[src/rtl/territory_scanner_if.sv]
// territory_scanner_if: control handshake and RAM read bus of the scanner.
// Signals: start/busy/done (request and status), rd_address/rd_q (RAM port).
interface territory_scanner_if;
    logic        start;
    logic        busy;
    logic        done;
    logic [14:0] rd_address;
    logic [2:0]  rd_q;

    // Scanner side: takes requests, drives the RAM read address.
    modport master (
        input  start,
        input  rd_q,
        output busy,
        output done,
        output rd_address
    );

    // Requester / RAM side.
    modport slave (
        output start,
        output rd_q,
        input  busy,
        input  done,
        input  rd_address
    );
endinterface

[src/rtl/territory_scanner.sv]
// territory_scanner: sweeps the 160x120 territory RAM once per request,
// tallies the cells owned by each of four players and publishes a winner.
// Ports:
//   CLOCK_50  system clock
//   resetn    asynchronous active-low reset
//   bus       master side of territory_scanner_if
//             (start, busy, done, rd_address, rd_q)
//   p1_count..p4_count  published per-player cell counts
//   winner    index of the strictly leading player, ties to the lowest
module territory_scanner #(
    parameter int X_MAX      = 159,
    parameter int Y_MAX      = 119,
    parameter int RD_LATENCY = 1
) (
    input  logic                       CLOCK_50,
    input  logic                       resetn,
    territory_scanner_if.master        bus,
    output logic [14:0]                p1_count,
    output logic [14:0]                p2_count,
    output logic [14:0]                p3_count,
    output logic [14:0]                p4_count,
    output logic [1:0]                 winner
);

    localparam logic [7:0] XL = 8'(X_MAX);
    localparam logic [6:0] YL = 7'(Y_MAX);

    typedef enum logic [1:0] {
        S_IDLE,
        S_SCAN,
        S_DRAIN,
        S_PUBLISH
    } state_t;

    state_t      r_state;
    state_t      w_state_next;

    logic [7:0]  r_x;
    logic [6:0]  r_y;
    logic        r_skip;
    logic [14:0] r_acc [4];
    logic [14:0] r_cnt [4];
    logic [1:0]  r_winner;
    logic        r_done;

    logic        w_last;
    logic        w_acc_en;
    logic [3:0]  w_inc;
    logic [1:0]  w_best_idx;
    logic [14:0] w_best_val;

    assign w_last = (r_x == XL) && (r_y == YL);

    // The first SCAN cycle has no read data yet; DRAIN catches the
    // data belonging to the final address.
    assign w_acc_en = ((r_state == S_SCAN) && !r_skip) ||
                      (r_state == S_DRAIN);

    // State register
    always_ff @(posedge CLOCK_50 or negedge resetn) begin
        if (!resetn) begin
            r_state <= S_IDLE;
        end else begin
            r_state <= w_state_next;
        end
    end

    // Next-state logic
    always_comb begin
        w_state_next = r_state;
        unique case (r_state)
            S_IDLE: begin
                if (bus.start) begin
                    w_state_next = S_SCAN;
                end
            end
            S_SCAN: begin
                if (w_last) begin
                    w_state_next = S_DRAIN;
                end
            end
            S_DRAIN:   w_state_next = S_PUBLISH;
            S_PUBLISH: w_state_next = S_IDLE;
            default:   w_state_next = S_IDLE;
        endcase
    end

    // Colour decode: one-hot increment for the owning player.
    always_comb begin
        w_inc = 4'b0000;
        case (bus.rd_q)
            3'b001:  w_inc[0] = 1'b1;
            3'b010:  w_inc[1] = 1'b1;
            3'b100:  w_inc[2] = 1'b1;
            3'b110:  w_inc[3] = 1'b1;
            default: w_inc = 4'b0000;
        endcase
    end

    // Strictly-greater comparison keeps the lowest index on ties.
    always_comb begin
        w_best_idx = 2'd0;
        w_best_val = r_acc[0];
        for (int i = 1; i < 4; i++) begin
            if (r_acc[i] > w_best_val) begin
                w_best_val = r_acc[i];
                w_best_idx = 2'(i);
            end
        end
    end

    // Datapath: address walker, accumulators, published results.
    always_ff @(posedge CLOCK_50 or negedge resetn) begin
        if (!resetn) begin
            r_x      <= 8'd0;
            r_y      <= 7'd0;
            r_skip   <= 1'b0;
            r_winner <= 2'd0;
            r_done   <= 1'b0;
            for (int i = 0; i < 4; i++) begin
                r_acc[i] <= 15'd0;
                r_cnt[i] <= 15'd0;
            end
        end else begin
            r_done <= 1'b0;
            case (r_state)
                S_IDLE: begin
                    if (bus.start) begin
                        r_x    <= 8'd0;
                        r_y    <= 7'd0;
                        r_skip <= (RD_LATENCY != 0);
                        for (int i = 0; i < 4; i++) begin
                            r_acc[i] <= 15'd0;
                        end
                    end
                end
                S_SCAN: begin
                    r_skip <= 1'b0;
                    // Address holds at the last cell once issued.
                    if (!w_last) begin
                        if (r_y == YL) begin
                            r_y <= 7'd0;
                            r_x <= r_x + 8'd1;
                        end else begin
                            r_y <= r_y + 7'd1;
                        end
                    end
                end
                S_PUBLISH: begin
                    for (int i = 0; i < 4; i++) begin
                        r_cnt[i] <= r_acc[i];
                    end
                    r_winner <= w_best_idx;
                    r_done   <= 1'b1;
                end
                default: begin
                end
            endcase
            if (w_acc_en) begin
                for (int i = 0; i < 4; i++) begin
                    r_acc[i] <= r_acc[i] + {14'd0, w_inc[i]};
                end
            end
        end
    end

    assign bus.rd_address = {r_x, r_y};
    assign bus.busy       = (r_state != S_IDLE);
    assign bus.done       = r_done;

    assign p1_count = r_cnt[0];
    assign p2_count = r_cnt[1];
    assign p3_count = r_cnt[2];
    assign p4_count = r_cnt[3];
    assign winner   = r_winner;

endmodule

[src/flat_wrapper.sv]
// flat-port wrapper written by rule: the top's interface ports become plain ports
module territory_scanner_flat 
#(
    parameter int X_MAX      = 159,
    parameter int Y_MAX      = 119,
    parameter int RD_LATENCY = 1
)
  (CLOCK_50, resetn, p1_count, p2_count, p3_count, p4_count, winner, bus_start, bus_rd_q, bus_busy, bus_done, bus_rd_address);
  territory_scanner_if bus_i ();
  input  logic CLOCK_50;
  input  logic resetn;
  output logic [14:0] p1_count;
  output logic [14:0] p2_count;
  output logic [14:0] p3_count;
  output logic [14:0] p4_count;
  output logic [1:0] winner;
  input wire logic [$bits(bus_i.start)-1:0] bus_start;
  input wire logic [$bits(bus_i.rd_q)-1:0] bus_rd_q;
  output wire logic [$bits(bus_i.busy)-1:0] bus_busy;
  output wire logic [$bits(bus_i.done)-1:0] bus_done;
  output wire logic [$bits(bus_i.rd_address)-1:0] bus_rd_address;
  assign bus_i.start = bus_start;
  assign bus_i.rd_q = bus_rd_q;
  assign bus_busy = bus_i.busy;
  assign bus_done = bus_i.done;
  assign bus_rd_address = bus_i.rd_address;
  territory_scanner #(.X_MAX(X_MAX), .Y_MAX(Y_MAX), .RD_LATENCY(RD_LATENCY)) u_core (.CLOCK_50(CLOCK_50), .resetn(resetn), .bus(bus_i), .p1_count(p1_count), .p2_count(p2_count), .p3_count(p3_count), .p4_count(p4_count), .winner(winner));
endmodule
[config.mk]
export PLATFORM = sky130hd
export DESIGN_NAME = territory_scanner_flat
export DESIGN_NICKNAME = d
export VERILOG_FILES = /design/src/rtl/territory_scanner_if.sv /design/src/rtl/territory_scanner.sv /design/src/flat_wrapper.sv
export SDC_FILE = /design/constraint.sdc
export NUM_CORES = 1
export LEC_CHECK = 0
export CORE_MARGIN = 3
export CORE_UTILIZATION = 35
export CTS_BUF_LIST = sky130_fd_sc_hd__clkbuf_16
export DETAILED_ROUTE_END_ITERATION = 8
export GPL_TIMING_DRIVEN = 1
export SYNTH_ARGS = -nofsm -noshare
export SYNTH_HDL_FRONTEND = slang
export SYNTH_SLANG_ARGS = --single-unit
export TNS_END_PERCENT = 30
[constraint.sdc]
create_clock -name CLOCK_50 -period 6.6 [get_ports CLOCK_50]
set_input_delay 1.32 -clock CLOCK_50 [delete_from_list [all_inputs] [get_ports CLOCK_50]]
set_output_delay 1.32 -clock CLOCK_50 [all_outputs]
set_load 0.05 [all_outputs]
# Yosys cells after proc, flatten, opt, wreduce, memory -nomap -nowiden
# Index checks and enable logic that the tools add are counted.
# totals
out_inout_bits,79
wordCells,76
ff_bits,141
# op_classes
n_eq_ne,13
magnitude_cmp,3
reduce_logical,14
n_addsub,6
mux,26
# ops
cell,n
two-way mux 60 bit,3
adder 15 x 1 -> 15 bit,4
greater-than comparator 15 bit,3
two-way mux 15 bit,2
two-way mux 8 bit,3
two-way mux 7 bit,3
case mux 8 bit (2 select lines),1
case mux 7 bit (2 select lines),1
"adder 8 x 1 -> 8 bit, second input constant",1
"== test 8 bit, second input constant",1
two-way mux 2 bit,4
case mux 2 bit (4 select lines),1
nonzero test 2 bit,4
"adder 7 x 1 -> 7 bit, second input constant",1
"== test 7 bit, second input constant",1
two-way mux 1 bit,7
"== test 3 bit, second input constant",2
AND reduction 2 bit,3
"== test 2 bit, second input constant",2
"inequality test 2 x 1 -> 1 bit, second input constant",2
"inequality test 2 bit, second input constant",2
AND reduction 4 bit,1
"== test 3 x 1 -> 1 bit, second input constant",1
"== test 3 x 2 -> 1 bit, second input constant",1
7 further kinds,8

# Logic depth before layout (Yosys ltp)
# Gate-level depths: netlist (run 1).
# depth
ltp_word,6
ltp_mapped,24

# Worst setup path after synthesis (run 1)
# No wires, ideal clock.
# synth_path
path_kind,reg-to-reg
from,reg u_core.r_acc[47] (netlist name)
to,"reg u_core.r_winner[0], in the netlist u_core.winner[0]"
path_buffers,4
slack_ps,1554
period_less_slack_ps,5046
arrival_ps,4920
stages_incl_launch_ff,24
setup_time_ps,126
required_time_ps,6474
path_cell_list,dfrtp_1 > buf_2 > inv_1 > ha_1 > a21oi_1 > a21oi_1 > o31ai_1 > a21oi_2 > buf_6 > mux2i_1 > ha_1 > a21o_1 > a21o_1 > a21oi_1 > a32o_1 > buf_2 > buf_6 > mux2_2 > ha_1 > and3_1 > a221o_1 > a221oi_1 > a221oi_1 > a311o_1
# synth_between
elab_chain_len,6
elab_cells_between_ends,8
classes_between,order compare: 3; mux: 5
# synth_rtl
element,line,text
start: declaration,territory_scanner.sv:41,logic [14:0] r_acc [4];
start signal: indexed assignment,territory_scanner.sv:161,"r_acc[i] <= r_acc[i] + {14'd0, w_inc[i]};"
greater-than comparator 15 bit,territory_scanner.sv:105,if (r_acc[i] > w_best_val) begin
two-way mux 15 bit,territory_scanner.sv:105,
greater-than comparator 15 bit,territory_scanner.sv:105,
two-way mux 15 bit,territory_scanner.sv:105,
greater-than comparator 15 bit,territory_scanner.sv:105,
two-way mux 2 bit *,territory_scanner.sv:105,
end signal: assignment,territory_scanner.sv:153,r_winner <= w_best_idx;
end: declaration,territory_scanner.sv:43,logic [1:0] r_winner;
# Every way passes the cells marked *; elsewhere a longest branch is shown, timed or not.
# A chain may end at the register's enable or synchronous reset.

# Worst setup path after layout (run 1)
# layout_path
from,reg u_core.r_acc[55] (netlist name)
to,"reg u_core.r_winner[0], in the netlist u_core.winner[0]"
# Same word-level chain as after synthesis.

==> results of run 1 <==
area by class of cell:
class                      instances  area share, %
inverter                          42           1.68
multi-input combinational        535           41.5
timing repair buffer              89           9.38
clock inverter                    14           1.64
sequential                       141           37.6
tap                              275           3.67
clock buffer                      17           4.54
power by group:
| group | internal (uW) | leakage (uW) | total, uW | switching, uW |
|---|---|---|---|---|
| Sequential | 934 | 0.00195 | 998 | 63.2 |
| Clock | 585 | 0.000280 | 955 | 369 |
| Combinational | 413 | 0.00204 | 1190 | 779 |
cells in the final DEF (no fill, tap or decap), types with 2 or more instances in the layout:
master and n:
a31o_2 2, clkbuf_16 17, nand2_1 82, and2_1 6, a21oi_2 3, nor3_1 5
a221oi_1 2, o211ai_1 3, inv_1 44, nor4_1 3, or3_1 5, a21oi_1 30
and3_1 11, mux2i_1 29, mux2_2 76, clkinv_1 3, buf_4 5, nand4_1 19
bufinv_16 3, and4_1 2, nor2b_1 5, dfrtp_1 141, nor2_1 31, nor3b_1 4
xnor2_1 3, nand3_1 45, xor2_1 6, ha_1 58, clkinvlp_4 3, nand2b_1 2
clkdlybuf4s50_1 83, a21o_1 6, a31oi_1 4, o31ai_1 4, o21ai_0 64, o22ai_1 4
kinds of logic after synthesis:
kind of cell               Yosys count  synth area share (%)
muxes                              105                  14.9
buffers and inverters               68                  3.59
AOI/OAI and AO/OA                  129                  9.62
DFF                                141                  46.0
adders and majority gates           59                  9.62
xor gates and xnor gates             9                  1.03
and+or+nand+nor                    233                  15.3
flip-flops by register name, indices dropped and copies added (netlist names):
name / cells
u_core.winner: 2
u_core.r_y: 7
u_core.bus.done: 1
u_core.r_x: 8
u_core.p3_count: 15
u_core.r_acc: 60
u_core.p2_count: 15
u_core.p1_count: 15
u_core.p4_count: 15
u_core.r_state: 2
u_core.r_skip: 1
worst paths after layout:
path | slack [ps] | endpoint | from
max | 680 | u_core.winner[0] | u_core.r_acc[55]
min | 500 | u_core.p4_count[13] | u_core.p4_count[13]
max reg2reg | 680 | u_core.winner[0] | u_core.r_acc[55]
min reg2reg | 500 | u_core.p4_count[13] | u_core.p4_count[13]
max in group asynchronous | 4460 | u_core.r_acc[27] | resetn
min in group asynchronous | 970 | u_core.r_x[7] | resetn
metrics by stage:
stage                     total power [uW]  setup slack [ps]
after floorplan                       1900              1550
after global placement                2210               798
after detailed placement              2220               673
after CTS                             3190               661
after global routing                  3330               270
final                                 3140               683
routing by layer:
layer	wire length, um	share of wire [%]	vias up	GRT usage [%]
met2	8640	47	85	25.9
met1	8990	49	2829	22.3
met3	552	3.0	15	2.98
met5	0	0	-	0
met4	184	1.0	0	4.25
li1	-	-	2837	-
synthesized netlist by cell type, types with 2 or more instances:
| library cell | count | area, um^2 |
|---|---|---|
| mux2_2 | 76 | 856 |
| dfrtp_1 | 141 | 3530 |
| ha_1 | 59 | 738 |
| nor2b_1 | 5 | 31.3 |
| nor2_1 | 31 | 116 |
| nand2b_1 | 2 | 12.5 |
| mux2i_1 | 29 | 290 |
| buf_1 | 6 | 22.5 |
| nor3b_1 | 4 | 30.0 |
| a31o_2 | 2 | 17.5 |
| and2_1 | 6 | 37.5 |
| nand2_1 | 82 | 308 |
| o31ai_1 | 4 | 30.0 |
| inv_1 | 42 | 158 |
| xnor2_1 | 3 | 26.3 |
| o22ai_1 | 4 | 25.0 |
| a21oi_1 | 32 | 160 |
| a221oi_1 | 2 | 17.5 |
| o211ai_1 | 3 | 22.5 |
| nand4_1 | 19 | 119 |
| xor2_1 | 6 | 52.6 |
| nand3_1 | 46 | 230 |
| a21o_1 | 6 | 45.0 |
| and3_1 | 11 | 68.8 |
| or3_1 | 5 | 31.3 |
| buf_2 | 4 | 20.0 |
| nor3_1 | 5 | 25.0 |
| clkbuf_1 | 14 | 52.6 |
| buf_6 | 2 | 22.5 |
| and4_1 | 2 | 17.5 |
| o21ai_0 | 64 | 320 |
| nor4_1 | 3 | 18.8 |
| a31oi_1 | 4 | 25.0 |
==> results.cfg, run 1 <==
[outcome]
status = complete, no violations

[layout]
syn_to_final_growth_pct = 22.1
seqCellArea_mm2 = 0.00353
n_fill_cell = 1988
layout-drive-gt1-share_pct = 14.3
multi_input_area_mm2 = 0.00389
design_area_mm2 = 0.00938
n_antenna_cell = 0
final_util_pct = 44.1
fin_nets = 891
layoutNonFillerInstCount = 1113

[timing]
period_minus_slack_ps = 5920
rsz0062_at_grt = no
tns_ps = 0
fmax_mhz = 169
worstMarginPinSlew_ps = 957
hold_viol = 0
slew_headroom_pct = 36.2
setup_viol = 0
post-route-period-util_pct = 89.7
slew_violations = 0
hold_ws_ps = 503
skew_ps = 9.19

[route]
drt_iter0_drc = 316
vias = 5766
drc_errors = 0
dr.pass1.iters = 4
antenna_left = 0
routed_wl_um = 18400
avgRoutedWirePerCell_um = 16.5
via_per_inst = 5.18

[placement]
gp_congestion = 0.808
dpl_cell_area_mm2 = 0.00880
portBuffers = 84
hpwl_um = 12900
place_inst = 1082

[critical_path]
start_kind = register
crit_chain = inv_1 > ha_1 > nand4_1 > nor2_1 > o31ai_1 > a21oi_2 > buf_4 > mux2i_1 > ha_1 > a21o_1 > a21o_1 > a21oi_1 > a32o_1 > mux2_2 > ha_1 > and3_1 > a221o_1 > a221oi_1 > a221oi_1 > a311o_1
critPathTopFamily = compound AO/OA/AOI/OAI gates
rr_worst_depth = 20
path_max_fanout = 16
worst-path-stages = 20
path_buf_inv = 2
endpoint_kind = register
slowest_delay_ps = 670
critPathSlowestCell = a32o_1
critPathArrivalTime_ps = 6220
critPathRequiredTime_ps = 6910
cp_common_cell = ha_1
path_class = register to register

[power]
leakage_uw = 0.00427
p_per_area_mw_per_mm2 = 335
ir_drop_v = 0.000215

[die]
die_area_mm2 = 0.0237
num_io_pins = 85
die_h_um = 154
start_util_pct = 36.1
core_area_mm2 = 0.0213
dieWidth_um = 154
rows = 53

[logic_synthesis]
syn_inst = 744
yosysWarnings = 0
synth_area_mm2 = 0.00768
synth_seq_cells = 141
avgSynthCellArea_um2 = 10.3
yosysSeqAreaShare_pct = 46.0
async_reset_ff_share_pct = 100
synth_fp_nets = 809
synthFlopType = dfrtp_1
synth_edf_count = 0
synth.distinct_cells = 53

[global_route]
grt_pass1_vias = 5798
grt_max_degree = 96
track_usage_pct = 16.1
overflow = 0
grt_pass1_wl_um = 31000
antenna_found_initial = 0

[clock_network]
ctsResizeCount = 0
cts_buffer_depth = 2
clkTransAtPathRegs_ps = 60
cts_buffers = 17
root_buffer = clkbuf_16
holdBufCountCts = 0
cts_tree = built
clk_latency_ps = 420
cts_setup_buffers = 0
clkSinkCount = 141
cts_max_level = 4

[worst_hold_path]
min_path_type = register to register
min_path_cells = 1

[flow_run]
cap_violations = 0
Note: power is estimated with default switching activity, not from simulation.
==> run 2, diff against run 1 <==
- CTS_CLUSTER_DIAMETER: default -> 120
- GPL_ROUTABILITY_DRIVEN: default -> 0
- RECOVER_POWER: default -> 100
==> run 2 against run 1 <==
The run now ends with capacitance limit, slew limit left. Sequential cell count unchanged. Largest power group unchanged. Wire length decreased by 0.19%. Hold slack got worse by 4.2 ps. Clock power about the same. Critical endpoint unchanged.
==> results.cfg, run 2 (synthesis gave the netlist of run 1 again) <==
[outcome]
status = finished with violations
violations = capacitance limit, slew limit

[power]
ir_drop_v = 0.000214
p_per_area_mw_per_mm2 = 335
leakage_uw = 0.00451

[clock_network]
cts_tree = built
cts_buffers = 17
root_buffer = clkbuf_16
cts_max_level = 4
clkSinkCount = 141
ctsResizeCount = 0
clkTransAtPathRegs_ps = 60
cts_buffer_depth = 2
holdBufCountCts = 0
cts_setup_buffers = 0
clk_latency_ps = 420

[die]
die_h_um = 154
start_util_pct = 36.1
dieWidth_um = 154
num_io_pins = 85
die_area_mm2 = 0.0237
rows = 53
core_area_mm2 = 0.0213

[critical_path]
cp_common_cell = ha_1
rr_endpoint = u_core.winner[0]
endpoint_kind = register
critPathArrivalTime_ps = 6310
crit_chain = inv_1 > ha_1 > nand4_1 > nor2_1 > o31ai_1 > a21oi_2 > clkbuf_2 > mux2i_1 > ha_1 > a21o_1 > a21o_1 > a21oi_1 > a32o_1 > mux2_2 > ha_1 > and3_1 > a221o_1 > a221oi_1 > a221oi_1 > a311o_1
start_kind = register
r2r_slack_ps = 600
slowest_delay_ps = 670
critPathTopFamily = compound AO/OA/AOI/OAI gates
rr_worst_depth = 20
critPathRequiredTime_ps = 6910
path_class = register to register
critPathSlowestCell = a32o_1
path_buf_inv = 2
r2r_start = u_core.r_acc[55]
path_max_fanout = 16

[global_route]
grt_pass1_vias = 5798
antenna_found_initial = 0
grt_pass1_wl_um = 31000
overflow = 0
track_usage_pct = 16.1
grt_max_degree = 96

[timing]
skew_ps = 8.90
slew_violations = 182
worstMarginPinSlew_ps = 4430
slew_headroom_pct = -195
fmax_mhz = 167
period_minus_slack_ps = 6000
rsz0062_at_grt = no
post-route-period-util_pct = 91.0
hold_viol = 0
worst_slack_ps = 595
tns_ps = 0
setup_viol = 0
hold_ws_ps = 499

[layout]
final_util_pct = 43.9
syn_to_final_growth_pct = 21.7
final_cell_mix = dfrtp_1 (141), nand2_1 (82), dlygate4sd3_1 (81)
top_register = u_core.r_acc
n_antenna_cell = 0
layout_commonest_cell = dfrtp_1
n_fill_cell = 1993
largest_register_ffs = 60
fin_nets = 891
design_area_mm2 = 0.00934
layout-drive-gt1-share_pct = 13.4

[route]
avgRoutedWirePerCell_um = 16.5
dr.pass1.iters = 5
antenna_left = 0
vias = 5756
drc_errors = 0
via_per_inst = 5.17
routed_wl_um = 18300
drt_iter0_drc = 320

[placement]
dpl_cell_area_mm2 = 0.00880
portBuffers = 84
dp_slack_ps = 673
hpwl_um = 12900

[worst_hold_path]
holdCritStartpoint = u_core.p4_count[13]
hold_path_end = u_core.p4_count[13]
min_path_cells = 1
min_path_type = register to register

[flow_run]
cap_violations = 4
## run 2: cell count changes in the layout (fill, tap and decap cells not counted), sizes merged
cell	delta
clkdlybuf4s25	+1
dlygate4sd3	+81
buf	-3
clkbuf	+2
clkdlybuf4s50	-81
## run 2: metrics by stage
| stage | power [uW] | cells |
|---|---|---|
| 5_1_grt | 3320 | 1113 |
| 2_1_floorplan | 1900 | 744 |
| 3_5_place_dp | 2220 | 1082 |
| 4_1_cts | 3190 | 1113 |
| 3_3_place_gp | 2210 | 1082 |
| 6_report | 3130 | 1113 |
## run 2: area by class of cell
cell class / count / area, um^2 / share of cell area, %
inverter: 42 / 158 / 1.69
clock buffer: 17 / 425 / 4.55
tap: 275 / 344 / 3.68
multi-input combinational: 535 / 3860 / 41.3
sequential: 141 / 3530 / 37.8
clock inverter: 14 / 154 / 1.65
timing repair buffer: 89 / 872 / 9.33
## run 2: per-layer routing
metal,vias to the layer above,routed length (um),track usage [%]
met1,2821,8990,22.3
met5,-,0,0
met4,0,184,4.25
li1,2837,-,-
met2,83,8610,25.9
met3,15,556,2.98
## run 2: worst max path at each step
stage                                start                to  cells after the start  slack (ps)
after global placement    u_core.r_acc[55]  u_core.winner[0]                     20         800
after floorplan           u_core.r_acc[47]  u_core.winner[0]                     23        1550
after detailed placement  u_core.r_acc[55]  u_core.winner[0]                     20         670
after CTS                 u_core.r_acc[55]  u_core.winner[0]                     20         660
after global routing      u_core.r_acc[55]  u_core.winner[0]                     20         150
final                     u_core.r_acc[55]  u_core.winner[0]                     20         600
## run 2: power breakdown
group / switching (uW) / internal, uW
Combinational: 776 / 404
Sequential: 60.7 / 935
Clock: 372 / 585
Total: 1210 / 1920
==> run 3, diff against run 2 <==
- SKIP_LAST_GASP: default -> 1
==> results of run 3 <==
Final layout, timing and power as in run 2 (identical DEF).
